==> config.mk <==
export PLATFORM = sky130hd
export DESIGN_NAME = bitu_operand_loader
export DESIGN_NICKNAME = d
export VERILOG_FILES = /design/src/rtl/bitu_pkg.sv /design/src/rtl/bitu_opnd_buf.sv /design/src/rtl/bitu_operand_loader.sv
export SDC_FILE = /design/constraint.sdc
export NUM_CORES = 1
export LEC_CHECK = 0
export ABC_AREA = 1
export BUFFER_PORTS_ARGS = -buffer_cell sky130_fd_sc_hd__clkbuf_2
export CORE_ASPECT_RATIO = 0.8
export CORE_UTILIZATION = 45
export DETAILED_ROUTE_END_ITERATION = 7
export PLACE_DENSITY_LB_ADDON = 0.05
export SLEW_MARGIN = 10
export SYNTH_ARGS = -nofsm -noshare
export SYNTH_HDL_FRONTEND = slang
export SYNTH_SLANG_ARGS = --single-unit
==> constraint.sdc <==
create_clock -name clk -period 3.45 [get_ports clk]
set_clock_uncertainty 0.15 [all_clocks]
set_input_delay 0.5175 -clock clk [delete_from_list [all_inputs] [get_ports clk]]
set_output_delay 0.5175 -clock clk [all_outputs]
set_load 0.05 [all_outputs]
==> src/rtl/bitu_pkg.sv <==
// Shared types for the GROUP bit-manipulation operand path.
// The operand struct is also consumed by the GROUP stage.
package bitu_pkg;

    localparam int BITU_W = 256;

    typedef enum logic [1:0] {
        EMPTY,
        FILLING,
        FULL
    } entry_state_e;

    typedef struct packed {
        logic [BITU_W-1:0] data;
        logic [BITU_W-1:0] mask;
    } bitu_opnd_t;

endpackage

==> src/rtl/bitu_opnd_buf.sv <==
// One operand-set entry: accumulates beats into {mask, data} and tracks EMPTY/FILLING/FULL.
// Beat k lands at img[k*BEAT_W], so data beats fill the low half and mask beats the high half.
module bitu_opnd_buf
    import bitu_pkg::*;
#(
    parameter int BEAT_W = 64,
    parameter int IDX_W  = 3
) (
    input  logic              clk,
    input  logic              rst_n,
    input  logic              clr,
    input  logic              wr_en,
    input  logic [IDX_W-1:0]  wr_idx,
    input  logic [BEAT_W-1:0] wr_beat,
    output bitu_opnd_t        opnd
);

    localparam int NBEATS = BITU_W / BEAT_W;
    localparam int NSLOT  = 2 * NBEATS;

    logic [2*BITU_W-1:0] img;
    entry_state_e        state;
    logic                wr_ok;
    logic                wr_last;

    // A FULL entry is never the write target; the guard keeps a finished pair immutable.
    assign wr_ok   = wr_en && (state != FULL);
    assign wr_last = (wr_idx == IDX_W'(NSLOT - 1));

    always_ff @(posedge clk or negedge rst_n) begin
        if (!rst_n) begin
            state <= EMPTY;
        end else if (clr) begin
            state <= EMPTY;
        end else if (wr_ok) begin
            state <= wr_last ? FULL : FILLING;
        end
    end

    always_ff @(posedge clk or negedge rst_n) begin
        if (!rst_n) begin
            img <= '0;
        end else if (clr) begin
            img <= '0;
        end else if (wr_ok) begin
            for (int s = 0; s < NSLOT; s++) begin
                if (wr_idx == IDX_W'(s)) img[s*BEAT_W +: BEAT_W] <= wr_beat;
            end
        end
    end

    assign opnd.data = img[BITU_W-1:0];
    assign opnd.mask = img[2*BITU_W-1:BITU_W];

endmodule

==> src/rtl/bitu_operand_loader.sv <==
// Ping-pong operand loader: assembles {data, mask} from narrow beats and hands
// completed pairs to the GROUP unit over valid/ready.
module bitu_operand_loader
    import bitu_pkg::*;
#(
    parameter int BEAT_W = 64
) (
    input  logic              clk,
    input  logic              rst_n,
    input  logic              flush,
    input  logic              in_valid,
    output logic              in_ready,
    input  logic [BEAT_W-1:0] in_beat,
    output logic              op_valid,
    input  logic              op_ready,
    output logic [BITU_W-1:0] op_data,
    output logic [BITU_W-1:0] op_mask,
    output logic              loading
);

    localparam int NBEATS = BITU_W / BEAT_W;
    localparam int IDX_W  = (2 * NBEATS > 1) ? $clog2(2 * NBEATS) : 1;

    logic [IDX_W-1:0] beat_cnt;
    logic             wr_ptr;
    logic             rd_ptr;
    logic [1:0]       cnt;
    logic             beat_acc;
    logic             last_beat;
    logic             consume;
    bitu_opnd_t       opnd [2];

    assign in_ready  = (cnt < 2'd2);
    assign op_valid  = (cnt != 2'd0);
    assign loading   = (beat_cnt != '0);
    assign beat_acc  = in_valid && in_ready;
    assign last_beat = beat_acc && (beat_cnt == IDX_W'(2 * NBEATS - 1));
    assign consume   = op_valid && op_ready;

    always_ff @(posedge clk or negedge rst_n) begin
        if (!rst_n) begin
            beat_cnt <= '0;
            wr_ptr   <= 1'b0;
            rd_ptr   <= 1'b0;
            cnt      <= 2'd0;
        end else if (flush) begin
            beat_cnt <= '0;
            wr_ptr   <= 1'b0;
            rd_ptr   <= 1'b0;
            cnt      <= 2'd0;
        end else begin
            if (beat_acc) beat_cnt <= last_beat ? '0 : beat_cnt + 1'b1;
            if (last_beat) wr_ptr <= ~wr_ptr;
            if (consume) rd_ptr <= ~rd_ptr;
            // Simultaneous completion and consume nets out to no change.
            case ({last_beat, consume})
                2'b10:   cnt <= cnt + 2'd1;
                2'b01:   cnt <= cnt - 2'd1;
                default: cnt <= cnt;
            endcase
        end
    end

    for (genvar e = 0; e < 2; e++) begin : g_ent
        bitu_opnd_buf #(
            .BEAT_W (BEAT_W),
            .IDX_W  (IDX_W)
        ) u_buf (
            .clk     (clk),
            .rst_n   (rst_n),
            .clr     (flush || (consume && (rd_ptr == 1'(e)))),
            .wr_en   (beat_acc && (wr_ptr == 1'(e))),
            .wr_idx  (beat_cnt),
            .wr_beat (in_beat),
            .opnd    (opnd[e])
        );
    end

    assign op_data = opnd[rd_ptr].data;
    assign op_mask = opnd[rd_ptr].mask;

endmodule

==> flow_summary.yaml <==
outcome:
  status: "finished, final reports clean"
clocking:
  clkLatencyLatePin_ns: 0.66
  clock_tree.buffer_depth: 3
  cts_buffers: 106
  clkSlewWorstSetupHoldPaths_ns: 0.06
  cts_setup_buffers: 0
  clock_sink_count: 1035
  htreeDepth: 3
  root_buffer: "clkbuf_16"
  tritoncts: "done"
critical_path:
  critical_path.endpoint_type: "output pin"
  critPathArrivalTime_ns: 2.72
  timing_worst_setup_path_type: "flop to output pin"
  crit_path_start_kind: "flop"
  critical_path_buf_inv_count: 3
  critPathMaxStageDelay_ns: 0.52
  chain_of_cells_forming_the_critical_path: "clkinv_8 -> buf_12 -> o21ai_0 -> clkbuf_2"
  critical_path_required_ns: 2.78
  cpMaxStageDelayCell: "o21ai_0"
  path_max_fanout: 101
  top_cell_family_by_delay_on_the_critical_path: "buffers and inverters"
power_and_ir_drop:
  power_total_mw: 31.30
  total_switching_power_mw: 10.06
  ir_worst_vdd_uv: 399.5
  power_frac_comb_pct: 20.2
  pwr_density_cell_nw_per_um2: 580.1
  p_clk_share_pct: 37.4
  p_sw_share_pct: 32.14
  p_leak_nw: 25.53
  cellInternalPower_mw: 21.24
  seq_power_share_pct: 42.4
floorplanning:
  floorplan.die.height_um: 282.0
  die-width_um: 352.1
  die_area_um2: 99290
  core_area_um2: 96990
  boundaryPins: 584
  initial_core_util_pct: 45.48
  placementRows: 102
sta:
  finalSetupViolCount: 0
  layout_min_cycle_time_ns: 3.392
  timing.final.crit_share_pct: 98.32
  setup_repair_after_global_routing_missed_its_margin: "no"
  timing_hold_violations_final: 0
  setup_tns_ns: 0
  worst_slew_pin_slew_ns: 1.046
  timing.slew.headroom_pct: 30.09
  hold_slack_ns: 0.03902
  highest_achievable_clock_rate_ghz: 0.2948
  final.setup.worst_slack_ns: 0.05810
  final-max-slew-violation-count: 0
yosys:
  synthDistinctLibCells: 23
  syn_nets: 5405
  post_synth_main_area_contributors: "dfrtp_1, nand2_1, o21ai_0"
  yosysWarnings: 0
  proportion_of_synthesized_chip_area_in_sequential_cells_pct: 58.71
  synthDominantCellAreaShare_pct: 58.71
  synthCells: 5330
  synthesis.area_um2: 44110
  biggest_area_consumer_among_synthesized_cells: "dfrtp_1"
  yosys_register_bits: 1035
  syn-mean-instance-area_um2: 8.276
final_layout:
  drive_above_1_share_pct: 15.44
  fin_cells: 7191
  final_nets: 5877
  area.growth.synth_to_final_pct: 22.32
placed_design:
  post-place-ws_ns: 0.6285
  place_inst: 6986
  io_buffer_count: 583
  detailedPlacementHpwl_um: 101600
  routabilityCongestion: 0.8368
detailed_routing:
  via_count_of_the_routed_design: 38080
  post_drt_wl_per_cell_um: 22.24
  drt_iter0_drc: 4082
  via_per_inst: 5.295
  route.detailed.drc: 0
  dr.pass1.iters: 6
  drt-total-wl_um: 159900
  route.antenna.remaining_nets: 0
min_path:
  min-delay-path-class: "primary input to flop"
global_route:
  global_route_usage_sum_pct: 32.03
  grt_pass1_vias: 36200
  grt_first_pass_wirelength_um: 238300
  globalRouteOverflowTotal: 0
  pin_count_of_the_biggest_net_entering_global_routing: 147
  antenna_found_initial: 9
job:
  maxCapViolCount: 0
==> layout by cell type, fill, tap and decap left out, types with 25 or more instances in the layout <==
master | netlist | final
o21ai_0 | 1369 | 1368
dfrtp_1 | 1035 | 1034
nor2_1 | 92 | 76
clkbuf_8 | 0 | 25
buf_4 | 4 | 76
nand2_1 | 1981 | 1973
clkbuf_2 | 1 | 476
clkbuf_16 | 0 | 107
buf_12 | 0 | 146
clkbuf_1 | 175 | 29
inv_1 | 452 | 452
==> cell type report <==
cell class,count,area (um2)
Sequential cell,1035,25900
Multi-Input combinational cell,3494,15180
Inverter,457,1729
Antenna cell,4,10.01
Timing Repair Buffer,708,5998
Fill cell,9113,43030
Clock inverter,32,376.6
Clock buffer,161,3131
Tap cell,1300,1627
==> per-stage QoR <==
step | utilization, % | area, um2
2_1_floorplan | - | 44110
4_1_cts | 55.62 | 53940
6_report | 55.63 | 53960
3_3_place_gp | 51.91 | 50350
5_1_grt | 55.63 | 53960
3_5_place_dp | 51.91 | 50350
==> power groups by stage <==
| stage | clock network [mW] | registers (mW) | logic (mW) |
|---|---|---|---|
| 2_1_floorplan | 0 | 13.4 | 3.76 |
| 3_3_place_gp | 0 | 13.5 | 6.29 |
| 3_5_place_dp | 0 | 13.5 | 6.33 |
| 4_1_cts | 11.9 | 13.3 | 6.35 |
| 5_1_grt | 12.4 | 13.4 | 6.68 |
| 6_report | 11.7 | 13.3 | 6.31 |
==> worst register-to-register path: stages, from the launching register on <==
cell and delay [ns]:
dfrtp_4 0.47, clkinv_8 0.29, o21ai_4 0.33, clkinv_2 0.29, buf_4 0.31, nand2_4 0.37, buf_4 0.33, o21ai_0 0.11
==> cells in the mapped netlist, drive strengths merged <==
library cell,n
nand2,1981
o21ai,1390
dfrtp,1035
inv,457
clkbuf,176
buf,168
nor2,101
a21oi,7
ha,6
nand3,5
a211oi,2
nand4,2
==> flip-flops by register name, summed over array words and instances (netlist names) <==
name               flops
g_ent.u_buf.img     1024
g_ent.u_buf.state      4
beat_cnt               3
cnt                    2
rd_ptr                 1
wr_ptr                 1
==> routing by layer <==
metal	vias to the layer above	wire length (um)	global-route usage [%]
met2	1611	72810	49.72
met4	0	5195	10.71
met3	240	13170	5.839
li1	17780	-	-
met5	-	0	0
met1	18450	68730	45.46
==> kinds of logic (layout without fill, tap and decap cells) <==
group / count (synthesis) / count (layout) / synth area share [%]
buffers and inverters: 801 / 1358 / 7.267
and+or+nand+nor: 2089 / 2089 / 17.91
AOI/OAI and AO/OA: 1399 / 1399 / 15.93
other: 0 / 4 / 0
adders and majority gates: 6 / 6 / 0.1702
DFF: 1035 / 1035 / 58.71
==> worst paths after layout <==
kind	slack (ns)	to	startpoint	cells after the start
min in group asynchronous	0.28	g_ent[0].u_buf.img[309]	rst_n	2
worst max register to register	0.69	g_ent[1].u_buf.img[378]	rd_ptr	7
worst min-delay path	0.04	g_ent[1].u_buf.img[30]	in_beat[30]	3
max in group asynchronous	1.87	g_ent[0].u_buf.img[93]	rst_n	3
worst min register to register	0.32	g_ent[1].u_buf.img[446]	g_ent[1].u_buf.img[446]	2
worst max-delay path	0.06	op_data[181]	rd_ptr	4
==> what timing repair did <==
| action | 4_1_cts | 5_1_grt |
|---|---|---|
| hold endpoints to repair | 60 | 0 |
| hold buffers | 8 | 0 |
| setup endpoints to repair | 4 | 32 |
| resized for setup | 1 | 2 |
Power figures use the tool's default switching activity.
